### src/rtl/ecc_scrub_ctrl.sv
// Background ECC scrubber: walks the memory between functional accesses,
// writes back single-bit corrections and keeps error statistics.
module ecc_scrub_ctrl #(
    parameter int DATA_WIDTH   = 185,
    parameter int PARITY_WIDTH = 9,
    parameter int ADDR_WIDTH   = 6
) (
    input  logic                    clk,
    input  logic                    rst_n,
    input  logic                    scrub_en,
    input  logic [15:0]             scrub_interval,
    input  logic                    err_clr,
    input  logic                    func_req,
    input  logic                    func_wen,
    input  logic [ADDR_WIDTH-1:0]   func_waddr,
    output logic                    mem_ren,
    output logic [ADDR_WIDTH-1:0]   mem_addr,
    input  logic [DATA_WIDTH-1:0]   mem_rdata,
    input  logic [PARITY_WIDTH-1:0] mem_rparity,
    output logic [DATA_WIDTH-1:0]   chk_data,
    output logic [PARITY_WIDTH-1:0] chk_parity,
    input  logic [DATA_WIDTH-1:0]   chk_data_out,
    input  logic                    chk_sbit_err,
    input  logic                    chk_dbit_err,
    input  logic                    chk_fault,
    output logic                    mem_wen,
    output logic [DATA_WIDTH-1:0]   mem_wdata,
    output logic [7:0]              sbit_cnt,
    output logic [7:0]              dbit_cnt,
    output logic                    fault_flag,
    output logic                    dbit_irq,
    output logic                    pass_done,
    output logic                    scrub_busy
);

    typedef enum logic [2:0] {
        S_IDLE,
        S_WAIT,
        S_READ,
        S_CHECK,
        S_WRITE
    } state_t;

    state_t                  state_q, state_d;
    logic [15:0]             cnt_q, cnt_d;
    logic [ADDR_WIDTH-1:0]   addr_q, addr_d;
    logic                    phase_q, phase_d;
    logic                    cancel_q, cancel_d;
    logic [DATA_WIDTH-1:0]   cdata_q, cdata_d;
    logic [PARITY_WIDTH-1:0] cpar_q, cpar_d;
    logic [DATA_WIDTH-1:0]   wdata_q, wdata_d;
    logic [7:0]              sbit_q, sbit_d;
    logic [7:0]              dbit_q, dbit_d;
    logic                    fault_q, fault_d;
    logic                    irq_q, irq_d;
    logic                    pass_q, pass_d;

    logic collide;
    logic in_window;
    logic adv;
    logic sinc;
    logic dinc;
    logic fset;

    assign in_window = (state_q == S_READ) || (state_q == S_CHECK) ||
                       (state_q == S_WRITE);
    assign collide   = in_window && func_wen && (func_waddr == addr_q);

    always_ff @(posedge clk or negedge rst_n) begin
        if (!rst_n) begin
            state_q  <= S_IDLE;
            cnt_q    <= '0;
            addr_q   <= '0;
            phase_q  <= 1'b0;
            cancel_q <= 1'b0;
            cdata_q  <= '0;
            cpar_q   <= '0;
            wdata_q  <= '0;
            sbit_q   <= '0;
            dbit_q   <= '0;
            fault_q  <= 1'b0;
            irq_q    <= 1'b0;
            pass_q   <= 1'b0;
        end else begin
            state_q  <= state_d;
            cnt_q    <= cnt_d;
            addr_q   <= addr_d;
            phase_q  <= phase_d;
            cancel_q <= cancel_d;
            cdata_q  <= cdata_d;
            cpar_q   <= cpar_d;
            wdata_q  <= wdata_d;
            sbit_q   <= sbit_d;
            dbit_q   <= dbit_d;
            fault_q  <= fault_d;
            irq_q    <= irq_d;
            pass_q   <= pass_d;
        end
    end

    always_comb begin
        state_d  = state_q;
        cnt_d    = cnt_q;
        addr_d   = addr_q;
        phase_d  = phase_q;
        cancel_d = cancel_q | collide;
        cdata_d  = cdata_q;
        cpar_d   = cpar_q;
        wdata_d  = wdata_q;
        irq_d    = 1'b0;
        pass_d   = 1'b0;
        adv      = 1'b0;
        sinc     = 1'b0;
        dinc     = 1'b0;
        fset     = 1'b0;
        unique case (state_q)
            S_IDLE: begin
                cancel_d = 1'b0;
                if (scrub_en) begin
                    cnt_d   = scrub_interval;
                    addr_d  = '0;
                    state_d = S_WAIT;
                end
            end
            S_WAIT: begin
                cancel_d = 1'b0;
                if (cnt_q <= 16'd1) begin
                    cnt_d   = '0;
                    state_d = S_READ;
                end else begin
                    cnt_d = cnt_q - 16'd1;
                end
            end
            S_READ: begin
                if (mem_ren) begin
                    phase_d = 1'b0;
                    state_d = S_CHECK;
                end
            end
            S_CHECK: begin
                if (!phase_q) begin
                    cdata_d = mem_rdata;
                    cpar_d  = mem_rparity;
                    phase_d = 1'b1;
                end else begin
                    phase_d = 1'b0;
                    fset    = chk_fault;
                    dinc    = chk_dbit_err;
                    irq_d   = chk_dbit_err;
                    if (chk_sbit_err && !chk_dbit_err && !chk_fault) begin
                        sinc    = 1'b1;
                        wdata_d = chk_data_out;
                        if (cancel_q || collide) begin
                            adv = 1'b1;
                        end else begin
                            state_d = S_WRITE;
                        end
                    end else begin
                        adv = 1'b1;
                    end
                end
            end
            S_WRITE: begin
                // a functional write to this word makes our correction stale
                if (cancel_q || collide || mem_wen) begin
                    adv = 1'b1;
                end
            end
            default: begin
                state_d = S_IDLE;
            end
        endcase
        if (adv) begin
            cancel_d = 1'b0;
            if (addr_q == '1) begin
                addr_d  = '0;
                pass_d  = 1'b1;
                cnt_d   = scrub_interval;
                state_d = S_WAIT;
            end else begin
                addr_d  = addr_q + ADDR_WIDTH'(1);
                state_d = S_READ;
            end
        end
        if (!scrub_en) begin
            state_d  = S_IDLE;
            phase_d  = 1'b0;
            cancel_d = 1'b0;
            pass_d   = 1'b0;
        end
        sbit_d  = sbit_q;
        dbit_d  = dbit_q;
        fault_d = fault_q | fset;
        if (sinc && sbit_q != 8'hFF) begin
            sbit_d = sbit_q + 8'd1;
        end
        if (dinc && dbit_q != 8'hFF) begin
            dbit_d = dbit_q + 8'd1;
        end
        if (err_clr) begin
            sbit_d  = '0;
            dbit_d  = '0;
            fault_d = 1'b0;
        end
    end

    always_comb begin
        mem_ren    = 1'b0;
        mem_wen    = 1'b0;
        scrub_busy = in_window;
        if (scrub_en && !func_req) begin
            mem_ren = (state_q == S_READ);
            mem_wen = (state_q == S_WRITE) && !cancel_q && !collide;
        end
    end

    assign mem_addr   = addr_q;
    assign chk_data   = cdata_q;
    assign chk_parity = cpar_q;
    assign mem_wdata  = wdata_q;
    assign sbit_cnt   = sbit_q;
    assign dbit_cnt   = dbit_q;
    assign fault_flag = fault_q;
    assign dbit_irq   = irq_q;
    assign pass_done  = pass_q;

endmodule

### config.mk
export PLATFORM = sky130hd
export DESIGN_NAME = ecc_scrub_ctrl
export DESIGN_NICKNAME = d
export VERILOG_FILES = /design/src/rtl/ecc_scrub_ctrl.sv
export SDC_FILE = /design/constraint.sdc
export NUM_CORES = 1
export LEC_CHECK = 0
export ABC_AREA = 1
export CAP_MARGIN = 5
export CELL_PAD_IN_SITES_DETAIL_PLACEMENT = 1
export CELL_PAD_IN_SITES_GLOBAL_PLACEMENT = 1
export CORE_AREA = 2 2 319 321
export DETAILED_ROUTE_END_ITERATION = 10
export DIE_AREA = 0 0 321 323
export PLACE_DENSITY_LB_ADDON = 0.1
export SETUP_SLACK_MARGIN = 0.3
export SYNTH_ARGS = -nofsm -noshare
export SYNTH_HDL_FRONTEND = slang
export SYNTH_SLANG_ARGS = --single-unit
### constraint.sdc
create_clock -name clk -period 4.1 [get_ports clk]
set_input_delay 0.41 -clock clk [delete_from_list [all_inputs] [get_ports clk]]
set_output_delay 0.41 -clock clk [all_outputs]
set_load 0.005 [all_outputs]
======== Word level (Yosys, flattened, before mapping) ========
Cells that the tools add are included.
cells by class
  magnitude comparators ................... 1
  add/subtract/negate cells ............... 4
  equality and inequality tests ........... 16
  bitwise operators ....................... 3
  mux-type cells .......................... 47
  reduce and logical (&&, ||, !) cells .... 29
operators with widths
  cell                   count
  $mux 16                4
  $mux 8                 4
  $pmux 16 s2            1
  $mux 6                 4
  $mux 1                 23
  $mux 3                 7
  $add 8x1->8 const B    2
  $le 16x1->1 const B    1
  $ne 4x4->1 const B     4
  $ne 8x8->1 const B     2
  $sub 16x1->16 const B  1
  $pmux 3 s5             1
  $logic_and 1x1->1      9
  $reduce_bool 2->1      4
  $add 6x1->6 const B    1
  $eq 3x2->1 const B     2
  $eq 6x6->1             1
  $eq 6x6->1 const B     1
  $ne 3x3->1 const B     2
  $reduce_and 2->1       3
  $reduce_and 6->1       1
  $logic_not 1->1        5
  $logic_or 1x1->1       4
  $ne 4x3->1 const B     1
  10 further kinds       12
word-level totals
  bits in registers ....................... 425
  logic and storage cells ................. 113
  bits of input ports ..................... 410
  output and inout port bits .............. 407

======== Depth between registers and ports, before layout ========
  depth after elaboration ................. 13
  depth in mapped cells ................... 14
  gate-level depth less buffers ........... 14

======== Worst setup path after synthesis ========
OpenSTA, ideal clock, no wires.
  kind .................................... register -> register
  from .................................... reg cnt_q[0]
  to ...................................... reg state_q[2]
  slack ................................... 2,387 ps
  arrival time ............................ 1,596 ps
  clock period less this slack ............ 1,713 ps
  cell stages (with the launch flop) ...... 12
  library setup time ...................... 116 ps
  path through ............................ dfrtp_1 -> inv_1 -> ha_1 -> nand2_1 -> nor3_4 -> nand2_1 -> nand3b_4 -> nand2_1 -> a21oi_1 -> o21ai_0 -> nand2_1 -> nand2_1
between the ends
  word-level cells in the longest chain between the ends .. 3
RTL lines
  item                               line  text
  start: declaration                 45    logic [15:0] cnt_q, cnt_d;
  start signal: assignment           86    cnt_q <= cnt_d;
  $le 16x1->1                        127   if (cnt_q <= 16'd1) begin
  $ne 4x4->1 (no source line)        -
  $reduce_and 6->1 (no source line)  -
  end signal: assignment             85    state_q <= state_d;
  end: declaration                   44    state_t state_q, state_d;
No other way between the ends.
A chain may end at the register's enable or synchronous reset.

======== Final worst setup path ========
  from .................................... reg addr_q[4] (netlist: mem_addr[4])
  to ...................................... out mem_wen
between the ends
  word-level cells in the longest chain between the ends .. 5
RTL lines
  item                      line  text
  start: declaration        46    logic [ADDR_WIDTH-1:0] addr_q, addr_d;
  start signal: assignment  87    addr_q <= addr_d;
  $eq 6x6->1                67    assign collide = in_window && func_wen && (func_waddr == addr_q);
  $logic_and 1x1->1         67
  $logic_not 1->1           213   mem_wen = (state_q == S_WRITE) && !cancel_q && !collide;
  $logic_and 1x1->1         213
  $mux 1                    211   if (scrub_en && !func_req) begin
  end: declaration          26    output logic mem_wen,
No other way between the ends.

==> flow_summary.yaml <==
route:
  dr_wl_met2_um: 42700
  drt-initial-drc-count: 608
  vias_per_cell: 3.88
  met3WireLength_um: 7160
  drt-pass1-iter-count: 4
  drc_errors: 0
  drtAntennaViolNets: 0
  top_layer: "met5"
  wl_per_cell_um: 19.7
  wirelength_um: 82400
  m1WireLength_um: 30400
  via_count: 16203
power_and_ir_drop:
  power_leakage_nw: 13.7
  finalPower_mw: 16.4
  peakVddDrop_mv: 0.290
  p_per_area_nw_per_um2: 574
timing:
  fin_setup_tns_ps: 0
  setup-violations-final: 0
  fin_skew_ps: 19.5
  period_share: 0.715
  slew_headroom: 0.367
  rsz0062_at_grt: "no"
  holdWs_ps: 309
  worstMarginPinSlew_ps: 949
  period_minus_slack_ps: 2930
  maxSlewViolCount: 0
  finalHoldViolations: 0
  fmax_mhz: 341
synthesis:
  synth_nets: 2422
  synth-compound-area-share: 0.0270
  yosysSeqAreaShare: 0.622
  synth.area.mux_share: 0
  synth_xor_xnor_area_share: 0.00820
  synthSimpleGateAreaFrac: 0.304
  yosysWarnings: 0
  synthCells: 2007
  yosys.cell_types.count: 44
  ys_ff_latch: 425
  synth_area_um2: 17100
  synth_top_family_by_area: "simple AND/OR/NAND/NOR gates"
  synthAdderAreaFrac: 0.00366
  avgSynthCellArea_um2: 8.52
floorplan:
  dieArea_um2: 104000
  core_area_um2: 101000
  ioPinCount: 817
  start_util: 0.170
  die_h_um: 323
  die_width_um: 321
  num_rows: 117
clock_tree:
  cts_buffers: 56
  cts.sinks: 425
  clk_path_buf_depth: 3
  cts_tree: "built"
  postCtsSetupBuffers: 0
  cts_hold_buf: 1
  cts_resized: 0
  htreeDepth: 2
  clkLatencyLatePin_ps: 640
  path_clk_slew_ps: 60
  clockRootBuffer: "clkbuf_16"
global_route:
  grt_max_degree: 126
  grt_use_total: 0.154
  gr-total-overflow: 0
  grt_pass1_vias: 17546
  antenna_found_initial: 12
  grt_pass1_wl_um: 119000
run:
  cap_viol_max_count: 0
place:
  dp_cells: 4067
  dp_hpwl_um: 61600
  port_buffers: 816
  place_congestion: 0.774
cells_and_area:
  finish.utilization: 0.284
  nFillCells: 11714
  layout_common_cells: "nand2_1 (1226), clkdlybuf4s50_1 (815), dfrtp_1 (425), nor2_1 (66), clkbuf_16 (57)"
  final_layout_size_suffix_gt1_frac: 0.0437
  fin_cells: 4174
  area_growth_pct: 67.5
  nNetsFinal: 3232
  layout_commonest_cell: "nand2_1"
worst_setup_path:
  crit-reg2reg-launch: "state_q[2]"
  critPathLaunchType: "flop"
  crit_fanout: 5
  critPathArrivalTime_ps: 2520
  slowest_delay_ps: 590
  endpoint_kind: "primary output"
  cpMaxStageDelayCell: "clkdlybuf4s50_1"
  crit_type: "flop to primary output"
  path_cells: "inv_1 > nand2_1 > nand2_1 > nand2_1 > nor2_1 > nand3_1 > nand2_1 > nor3_1 > clkdlybuf4s50_1"
  critPathMostFrequentCell: "nand2_1"
  critPathRequiredTime_ps: 3690
  cp-startpoint: "mem_addr[4]"
status:
  status: "complete, no violations"
hold_path:
  worstHoldPathType: "primary input to flop"
  min_from: "chk_data_out[31]"
==> metal layers <==
layer  global-route usage  vias up
li1                     -     7773
met1                0.164     7820
met2                0.279      497
met3               0.0610      105
met4               0.0458        8
met5                    0        -
==> final timing paths <==
path	end	slack [ps]	cells past startpoint
hold reg to reg	chk_data[147]	470	2
setup / recovery	mem_wen	1170	9
setup reg to reg	mem_wdata[90]	1680	8
min in group asynchronous	mem_wdata[162]	380	2
hold / removal	mem_wdata[31]	310	3
max in group asynchronous	mem_wdata[26]	2720	3
==> sequential cells by signal, indices dropped and copies added, names as in the netlist, 3 cells and up <==
register    flops
chk_data      185
mem_addr        6
chk_parity      9
state_q         3
dbit_cnt        8
sbit_cnt        8
cnt_q          16
mem_wdata     185
==> cells in the mapped netlist (all sizes together) <==
master  instances  area, um2
a211o           1       8.76
a211oi          2       15.0
a21oi          27        135
a22o            2       17.5
a22oi           5       37.5
a31oi           6       52.6
and3            1       6.26
buf            43        224
clkbuf         43        161
clkinv          1       3.75
dfrtp         425      10600
ha              5       62.6
inv            55        206
nand2        1231       4640
nand3          25        135
nand3b          2       27.5
nand4           3       18.8
nor2           71        287
nor3            8       56.3
nor3b           2       20.0
o211ai          2       15.0
o21a            1       7.51
o21ai          19       98.8
o221ai          4       35.0
o22ai           5       31.3
o31ai           1       7.51
or2             1       6.26
xnor2           5       43.8
xor2           11       96.3
==> cell families (layout without fill, tap and decap cells) <==
kind of cell    count (synthesis)  in the layout
compound gates                 75             75
xor+xnor                       16             16
fa+ha+maj                       5              5
buf+inv                       142            995
flops                         425            425
other cells                     0              5
simple gates                 1344           1344
==> per-stage QoR <==
step,setup WS [ps],cell area [um2]
finish,1170,28600
global route,971,28600
CTS,1050,28600
global placement,1180,26800
detailed placement,1160,26800
floorplan,2390,17100
==> power by group <==
| group | internal, mW | switching [mW] |
|---|---|---|
| Clock | 2.89 | 2.02 |
| Combinational | 2.93 | 2.52 |
| Sequential | 5.38 | 0.685 |
| Total | 11.2 | 5.23 |
==> worst max-delay path: cells and delay by family, from the launching register on <==
family,cells,cell delay [ps]
buf+inv,2,710
simple gates,7,740
flops,1,440
==> layout make-up <==
type                    count  area, um2  area share
repair buffers            838       8450       0.295
inverters                  56        218     0.00760
well taps                1309       1640      0.0572
multi-input cells        1440       5880       0.205
flip-flops and latches    425      10600       0.371
clock buffers              93       1720      0.0601
diodes                      5       12.5    0.000437
clock inverters             8       75.1     0.00262
No activity file was read; power rests on OpenSTA's default activity.
